**config.mk**
```make
export PLATFORM = sky130hd
export DESIGN_NAME = tile_writeback_flat
export DESIGN_NICKNAME = d
export VERILOG_FILES = /design/src/rtl/tile_writeback_if.sv /design/src/rtl/tile_writeback.sv /design/src/flat_wrapper.sv
export SDC_FILE = /design/constraint.sdc
export NUM_CORES = 1
export LEC_CHECK = 0
export BUFFER_PORTS_ARGS = -buffer_cell sky130_fd_sc_hd__buf_2
export CAP_MARGIN = 0
export CORE_AREA = 2 2 222 224
export DETAILED_ROUTE_END_ITERATION = 7
export DIE_AREA = 0 0 224 226
export PLACE_DENSITY = 0.81
export SLEW_MARGIN = 0
export SYNTH_ARGS = -nofsm -noshare
export SYNTH_HDL_FRONTEND = slang
export SYNTH_SLANG_ARGS = --single-unit
```
**constraint.sdc**
```tcl
create_clock -name clk -period 5.75 [get_ports clk]
set_clock_uncertainty 0.2 [all_clocks]
set_input_delay 0.8625 -clock clk [delete_from_list [all_inputs] [get_ports clk]]
set_output_delay 0.8625 -clock clk [all_outputs]
set_load 0.005 [all_outputs]
```
**src/rtl/tile_writeback_if.sv**
```systemverilog
// Memory write port of the tile writeback stage: one valid/ready beat per element.
interface tile_writeback_if #(
   parameter int DATA_W = 32,
   parameter int ADDR_W = 8
);
   logic              mem_valid;
   logic              mem_ready;
   logic [ADDR_W-1:0] mem_addr;
   logic [DATA_W-1:0] mem_data;
   logic              mem_last;

   modport master (
      output mem_valid,
      output mem_addr,
      output mem_data,
      output mem_last,
      input  mem_ready
   );

   modport slave (
      input  mem_valid,
      input  mem_addr,
      input  mem_data,
      input  mem_last,
      output mem_ready
   );
endinterface

```
**src/rtl/tile_writeback.sv**
```systemverilog
// Captures a 4x4 result tile on start and drains it as 16 registered write beats.
// Optional XOR checksum of the accepted beats: define TILE_WRITEBACK_CHECKSUM_EN.
//
// state  | meaning
// IDLE   | no tile held; start captures tile_in, base_addr, col_major
// STREAM | presenting beat k on the memory port until the beat-15 handshake
module tile_writeback #(
   parameter int DATA_W      = 32,
   parameter int ADDR_W      = 8,
   parameter int ADDR_STRIDE = 1
) (
   input  logic                 clk,
   input  logic                 rst,
   input  logic                 start,
   input  logic [ADDR_W-1:0]    base_addr,
   input  logic                 col_major,
   input  logic [16*DATA_W-1:0] tile_in,
   tile_writeback_if.master     mem,
   output logic                 busy,
   output logic                 done,
   output logic                 err_drop
`ifdef TILE_WRITEBACK_CHECKSUM_EN
   ,
   output logic [DATA_W-1:0]    checksum
`endif
);

   typedef enum logic {
      S_IDLE   = 1'b0,
      S_STREAM = 1'b1
   } state_t;

   state_t                state_q, state_d;
   logic [16*DATA_W-1:0]  tile_q, tile_d;
   logic                  col_q, col_d;
   logic [3:0]            k_q, k_d;
   logic                  valid_q, valid_d;
   logic [ADDR_W-1:0]     addr_q, addr_d;
   logic [DATA_W-1:0]     data_q, data_d;
   logic                  last_q, last_d;
   logic                  busy_q, busy_d;
   logic                  done_q, done_d;
   logic                  err_q, err_d;

   logic                  beat_hs;
   logic [3:0]            k_next;
   logic [3:0]            idx_next;

   assign beat_hs = valid_q && mem.mem_ready;
   assign k_next  = k_q + 4'd1;
   // Column-major swaps the row/column halves of the beat number.
   assign idx_next = col_q ? {k_next[1:0], k_next[3:2]} : k_next;

   always_comb begin
      state_d = state_q;
      tile_d  = tile_q;
      col_d   = col_q;
      k_d     = k_q;
      valid_d = valid_q;
      addr_d  = addr_q;
      data_d  = data_q;
      last_d  = last_q;
      busy_d  = busy_q;
      done_d  = 1'b0;
      err_d   = 1'b0;
      case (state_q)
         S_IDLE: begin
            if (start) begin
               tile_d  = tile_in;
               col_d   = col_major;
               k_d     = 4'd0;
               valid_d = 1'b1;
               addr_d  = base_addr;
               data_d  = tile_in[DATA_W-1:0];
               last_d  = 1'b0;
               busy_d  = 1'b1;
               state_d = S_STREAM;
            end
         end
         S_STREAM: begin
            err_d = start;
            if (beat_hs) begin
               if (k_q == 4'd15) begin
                  valid_d = 1'b0;
                  last_d  = 1'b0;
                  busy_d  = 1'b0;
                  done_d  = 1'b1;
                  state_d = S_IDLE;
               end else begin
                  k_d    = k_next;
                  addr_d = addr_q + ADDR_W'(ADDR_STRIDE);
                  data_d = tile_q[DATA_W*idx_next +: DATA_W];
                  last_d = (k_next == 4'd15);
               end
            end
         end
         default: state_d = S_IDLE;
      endcase
   end

   always_ff @(posedge clk or negedge rst) begin
      if (!rst) begin
         state_q <= S_IDLE;
         tile_q  <= '0;
         col_q   <= 1'b0;
         k_q     <= 4'd0;
         valid_q <= 1'b0;
         addr_q  <= '0;
         data_q  <= '0;
         last_q  <= 1'b0;
         busy_q  <= 1'b0;
         done_q  <= 1'b0;
         err_q   <= 1'b0;
      end else begin
         state_q <= state_d;
         tile_q  <= tile_d;
         col_q   <= col_d;
         k_q     <= k_d;
         valid_q <= valid_d;
         addr_q  <= addr_d;
         data_q  <= data_d;
         last_q  <= last_d;
         busy_q  <= busy_d;
         done_q  <= done_d;
         err_q   <= err_d;
      end
   end

   assign mem.mem_valid = valid_q;
   assign mem.mem_addr  = addr_q;
   assign mem.mem_data  = data_q;
   assign mem.mem_last  = last_q;
   assign busy          = busy_q;
   assign done          = done_q;
   assign err_drop      = err_q;

`ifdef TILE_WRITEBACK_CHECKSUM_EN
   logic [DATA_W-1:0] checksum_q, checksum_d;

   always_comb begin
      checksum_d = checksum_q;
      if (state_q == S_IDLE && start) begin
         checksum_d = '0;
      end else if (state_q == S_STREAM && beat_hs) begin
         checksum_d = checksum_q ^ data_q;
      end
   end

   always_ff @(posedge clk or negedge rst) begin
      if (!rst) begin
         checksum_q <= '0;
      end else begin
         checksum_q <= checksum_d;
      end
   end

   assign checksum = checksum_q;
`endif

endmodule

```
**src/flat_wrapper.sv**
```systemverilog
// flat-port wrapper written by rule: the top's interface ports become plain ports
module tile_writeback_flat 
#(
   parameter int DATA_W      = 32,
   parameter int ADDR_W      = 8,
   parameter int ADDR_STRIDE = 1
)
  (clk, rst, start, base_addr, col_major, tile_in, busy, done, err_drop, mem_mem_valid, mem_mem_addr, mem_mem_data, mem_mem_last, mem_mem_ready);
  tile_writeback_if #(.DATA_W(DATA_W), .ADDR_W(ADDR_W)) mem_i ();
  input  logic clk;
  input  logic rst;
  input  logic start;
  input  logic [ADDR_W-1:0] base_addr;
  input  logic col_major;
  input  logic [16*DATA_W-1:0] tile_in;
  output logic busy;
  output logic done;
  output logic err_drop;
  output wire logic [$bits(mem_i.mem_valid)-1:0] mem_mem_valid;
  output wire logic [$bits(mem_i.mem_addr)-1:0] mem_mem_addr;
  output wire logic [$bits(mem_i.mem_data)-1:0] mem_mem_data;
  output wire logic [$bits(mem_i.mem_last)-1:0] mem_mem_last;
  input wire logic [$bits(mem_i.mem_ready)-1:0] mem_mem_ready;
  assign mem_mem_valid = mem_i.mem_valid;
  assign mem_mem_addr = mem_i.mem_addr;
  assign mem_mem_data = mem_i.mem_data;
  assign mem_mem_last = mem_i.mem_last;
  assign mem_i.mem_ready = mem_mem_ready;
  tile_writeback #(.DATA_W(DATA_W), .ADDR_W(ADDR_W), .ADDR_STRIDE(ADDR_STRIDE)) u_core (.clk(clk), .rst(rst), .start(start), .base_addr(base_addr), .col_major(col_major), .tile_in(tile_in), .mem(mem_i), .busy(busy), .done(done), .err_drop(err_drop));
endmodule
```
# ---- After elaboration in Yosys (flattened, before gate mapping)
# Index checks and enable logic that the tools add are counted.
dict set report classes {
  magnitude_cmp 0
  shifts 1
  n_eq_ne 6
  n_reduce_logical 5
  addsub 2
  mul 0
  muxes 29
  bitwise 1
  div_mod_pow 0
}
# cell n
set op_table {}
lappend op_table {{$shiftx 512x10->32} 1}
lappend op_table {{$mux 32} 3}
lappend op_table {{$pmux 32 s2} 1}
lappend op_table {{$mux 8} 3}
lappend op_table {{$mux 4} 4}
lappend op_table {{$pmux 8 s2} 1}
lappend op_table {{$mux 1} 13}
lappend op_table {{$add 8x1->8 const B} 1}
lappend op_table {{$eq 4x4->1 const B} 2}
lappend op_table {{$ne 2x2->1 const B} 4}
lappend op_table {{$pmux 4 s2} 1}
lappend op_table {{$pmux 1 s2} 3}
lappend op_table {{$reduce_and 3->1} 2}
lappend op_table {{$add 4x1->4 const B} 1}
lappend op_table {{$reduce_and 2->1} 2}
lappend op_table {{$logic_and 1x1->1} 1}
lappend op_table {{$not 1->1} 1}
dict set report totals {
  register_bits 562
  n_memories 0
  romBits 0
  wordCells 54
  latchBits 0
  inputBits 525
  out_inout_bits 45
  ramBits 0
}

# ---- Logic depth before layout (Yosys ltp)
dict set report logic_depth {
  word_depth 6
  depth_mapped 11
  ltp_nobuf 7
}

# ---- Least setup slack after synthesis
# No wires, ideal clock.
dict set report synth_path {
  kind {reg2reg}
  start {register u_core.k_q[0]}
  end {register u_core.data_q[23] (netlist: u_core.mem.mem_data[23])}
  setup_time_ps 92
  t_required_ps 5458
  stages_incl_launch_ff 11
  n_path_buf 3
  t_arrival_ps 2226
  period_less_slack_ps 2518
  path_slack_ps 3232
  path_cell_list {dfrtp_1 -> ha_1 -> xor2_2 -> o21a_1 -> buf_4 -> buf_8 -> buf_8 -> mux2i_1 -> mux2_2 -> a22o_1 -> o31ai_2}
}
dict set report synth_via {
  elab_chain_len 6
  word_cells_on_any_way 9
  classes_between {1 x add/sub; 2 x eq/ne; 1 x shift; 4 x mux; 1 x reduce/logical}
}
# item line_no
set synth_rtl {}
lappend synth_rtl {{start: declaration} tile_writeback.sv:36} ;# logic [3:0] k_q, k_d;
lappend synth_rtl {{start signal: assignment} tile_writeback.sv:118} ;# k_q <= k_d;
lappend synth_rtl {{$add 4x1->4} tile_writeback.sv:50} ;# assign k_next = k_q + 4'd1;
lappend synth_rtl {{$mux 4} tile_writeback.sv:52} ;# assign idx_next = col_q ? {k_next[1:0], k_next[3:2]} : k_next;
lappend synth_rtl {{$shiftx 512x10->32} tile_writeback.sv:92} ;# data_d = tile_q[DATA_W*idx_next +: DATA_W];
lappend synth_rtl {{$mux 32} tile_writeback.sv:83} ;# if (k_q == 4'd15) begin
lappend synth_rtl {{$mux 32} tile_writeback.sv:82} ;# if (beat_hs) begin
lappend synth_rtl {{$pmux 32 s2} tile_writeback.sv:66} ;# case (state_q)
lappend synth_rtl {{end signal: assignment} tile_writeback.sv:121} ;# data_q <= data_d;
lappend synth_rtl {{end: declaration} tile_writeback.sv:39} ;# logic [DATA_W-1:0] data_q, data_d;
# Several ways; a longest one is shown, not always the timed one. The select of a mux whose other input is x is not followed.
# A chain may end at the register's enable or synchronous reset.

# ---- Worst setup path in the final report
dict set report layout_path {
  start {register u_core.col_q}
  end {register u_core.data_q[16] (netlist: u_core.mem.mem_data[16])}
}
dict set report layout_via {
  elab_chain_len 5
}
# item line_no
set layout_rtl {}
lappend layout_rtl {{start: declaration} tile_writeback.sv:35} ;# logic col_q, col_d;
lappend layout_rtl {{start signal: assignment} tile_writeback.sv:117} ;# col_q <= col_d;
lappend layout_rtl {{$mux 4} tile_writeback.sv:52}
lappend layout_rtl {{$shiftx 512x10->32} tile_writeback.sv:92}
lappend layout_rtl {{$mux 32} tile_writeback.sv:83}
lappend layout_rtl {{$mux 32} tile_writeback.sv:82}
lappend layout_rtl {{$pmux 32 s2} tile_writeback.sv:66}
# No other way between the ends. The select of a mux whose other input is x is not followed.

==> impl_metrics.ini <==
[yosys]
ys_types = 44
synthCells = 3019
synth_area_leaders = dfrtp_1 53%, nand2_1 20%, mux2i_1 5.3%
syn-cell-area_mm2 = 0.02651
synth_edf_count = 0
yosys.area.top_type = dfrtp_1
syn-num-nets = 3547
synth_commonest_cells = 1439 x nand2_1, 562 x dfrtp_1, 184 x clkbuf_1
synth_async_sr_flop_share = 1.000
yosys.area.top_type_share = 0.5304
ys_ff_latch = 562
yosysMostFrequentCell = nand2_1
yosysWarnings = 0
syn_avg_cell_area_um2 = 8.782
synth-main-ff-cell = dfrtp_1
ys_seq_area_frac = 0.5304

[power_and_ir_drop]
seq_power_share = 0.365
pwr-share-comb = 0.348
p_leak_nw = 16.59
swShare = 0.3654
ir_drop_mv = 0.3218
p_switching_mw = 4.989
p_int_mw = 8.666
powerDensity_mw_per_mm2 = 430.4
clock_power_share = 0.287

[die]
die_x_um = 224
dieHeight_um = 226
die_area_mm2 = 0.05062
ios = 570
core-area_mm2 = 0.04834
initial_core_util = 0.5485
rows = 81

[grt]
grt_first_pass_wirelength_um = 135800
gr-total-overflow = 0
grt_pass1_vias = 22410
grt_usage = 0.3579
grt_max_degree = 164
antenna_found_initial = 15

[drt]
drtPass1Iterations = 6
drc = 0
antenna_left = 0
drt_iter0_drc = 2863
routed_wl_um = 91880
routed_via_density = 5.758
via_count = 23820
wl_per_cell_um = 22.21

[timing]
tightest_slew_ps = 1198
hold_viol = 0
slew-limit-headroom = 0.1992
drv_slew = 0
finalCriticalPeriod_ps = 3976
setup_violations = 0
clock.fmax_mhz = 251.5
finalSetupTns_ps = 0
rsz0062_at_grt = false
fin_ws_ps = 1774
final.period_utilization = 0.6915

[clock_tree]
htree_levels = 2
ctsHoldBuffers = 0
cts_buffers = 58
clock_latency_ps = 630
cts_tree = built
cts_resized = 0
post-cts-setup-buffers = 0
clockRootBuffer = clkbuf_16
clkSinkCount = 562
cts.clk_slew.worst_paths_ps = 60
cts_buffer_depth = 3

[placed_design]
io_buffer_count = 569
dpl_worst_slack_ps = 1840
place.gp.congestion = 0.9733
hpwl_um = 65470
dpl_cell_area_mm2 = 0.02971

[run_status]
status = finished, final reports clean

[cells_and_area]
nets = 3984
syn2layout_area_growth_pct = 19.66
nFillCells = 3911
fin_area_mm2 = 0.03173
drive_gt1_frac = 0.2237

[critical_path]
crit_chain = nand2_2 -> o21a_4 -> buf_4 -> nor2_4 -> o21ai_0 -> a31o_1
cp.required_ps = 6060
arrival_ps = 4290
crit_path_start_kind = flop
critPathMaxFanout = 62
crit_path_end_kind = flop
path_class = flop to flop
cpPeakStageDelay_ps = 800
crit_slowest_cell = dfrtp_2

[worst_hold_path]
hold_path.class = primary input to async pin

[job]
maxCapViolCount = 0
layout by cell type (no fill, tap or decap), types with 5 or more instances in the layout:
master | synthesis | final
buf_12 | 0 | 12
a31o_1 | 30 | 30
a221oi_1 | 20 | 20
buf_2 | 19 | 568
a211oi_1 | 60 | 60
o211ai_1 | 62 | 62
o21ai_0 | 96 | 96
dfrtp_1 | 562 | 561
nand2_1 | 1439 | 1436
nor2_4 | 0 | 5
nor2_1 | 14 | 9
clkinv_2 | 0 | 9
inv_1 | 63 | 63
a22o_1 | 32 | 32
a21oi_1 | 34 | 34
o2111ai_1 | 30 | 30
mux2_2 | 63 | 63
o221ai_1 | 30 | 30
nand3_1 | 12 | 12
a221oi_2 | 10 | 10
clkbuf_1 | 184 | 12
clkbuf_8 | 0 | 17
buf_4 | 4 | 17
nor2b_1 | 64 | 61
mux2i_1 | 141 | 139
diode_2 | 0 | 10
bufinv_16 | 0 | 5
clkbuf_16 | 0 | 58
cells by family (layout without fill, tap and decap cells):
group | count (synthesis) | in the layout | share of synthesized area
adder cells (fa/ha/maj) | 3 | 3 | 0.001416
XOR/XNOR | 5 | 5 | 0.001935
flip-flops | 562 | 562 | 0.5304
AND/OR/NAND/NOR | 1537 | 1537 | 0.2249
buffers and inverters | 284 | 769 | 0.04379
multiplexers | 204 | 204 | 0.07999
AO/OA/AOI/OAI | 424 | 424 | 0.1175
other | 0 | 10 | 0
sequential cells by signal (all words and copies together) (netlist names):
name and flops:
u_core.mem.mem_addr 8, u_core.col_q 1, u_core.done 1, u_core.state_q 1
u_core.err_drop 1, u_core.mem.mem_valid 1, u_core.mem.mem_last 1, u_core.k_q 4
u_core.mem.mem_data 32, u_core.tile_q 512
worst paths after layout:
path / cells past startpoint / start / slack [ps] / end
min in group clk: 3 / tile_in[118] / 210 / u_core.tile_q[118]$_DFFE_PN0P_
setup / recovery: 6 / u_core.col_q$_DFFE_PN0P_ / 1770 / u_core.mem.mem_data[16]$_DFFE_PN0P_
hold / removal: 1 / rst / 110 / u_core.tile_q[224]$_DFFE_PN0P_
setup reg to reg: 6 / u_core.col_q$_DFFE_PN0P_ / 1770 / u_core.mem.mem_data[16]$_DFFE_PN0P_
hold reg to reg: 2 / u_core.tile_q[24]$_DFFE_PN0P_ / 270 / u_core.tile_q[24]$_DFFE_PN0P_
max in group asynchronous: 2 / rst / 3900 / u_core.tile_q[428]$_DFFE_PN0P_
per-layer routing:
layer / track usage / vias up / wire length (µm) / part of all wire
met5: 0 / - / 62 / 0.00067
met4: 0.1699 / 10 / 4541 / 0.049
met3: 0.06792 / 227 / 8129 / 0.088
met2: 0.5354 / 1233 / 40660 / 0.44
met1: 0.5060 / 11520 / 38490 / 0.42
li1: - / 10830 / - / -
worst max-delay path: cells and delay by family, from the launching register on:
kind                   cells  cell delay [ps]
flip-flops                 1              800
buffers and inverters      1              330
AO/OA/AOI/OAI              3              910
AND/OR/NAND/NOR            2             1570
final cells by class:
class / count / area (µm²) / area share
antenna: 10 / 25.02 / 0.0007887
multi-input combinational: 2173 / 11410 / 0.3595
sequential: 562 / 14060 / 0.4433
inverter: 63 / 236.5 / 0.007454
clock buffer: 87 / 1730 / 0.05454
tap: 622 / 778.2 / 0.02453
timing repair buffer: 598 / 3226 / 0.1017
clock inverter: 21 / 260.3 / 0.008203
metrics by stage:
step / utilization / power, mW / cells / hold WS (ps)
floorplan: - / 7.951 / 3019 / 237.9
detailed placement: 0.6146 / 9.662 / 4018 / 255.1
global route: 0.6562 / 14.18 / 4134 / 198.7
CTS: 0.6558 / 13.59 / 4126 / 134.2
finish: 0.6563 / 13.66 / 4136 / 114.9
global placement: 0.6146 / 9.584 / 4018 / 249.1
power groups by stage:
| stage | registers (mW) | clock network [mW] | logic (mW) |
|---|---|---|---|
| CTS | 4.96 | 3.96 | 4.68 |
| global route | 5.02 | 4.11 | 5.06 |
| detailed placement | 5.01 | 0 | 4.65 |
| global placement | 5.02 | 0 | 4.57 |
| floorplan | 4.84 | 0 | 3.11 |
| finish | 4.98 | 3.92 | 4.76 |
Note: power is estimated with default switching activity, not from simulation.
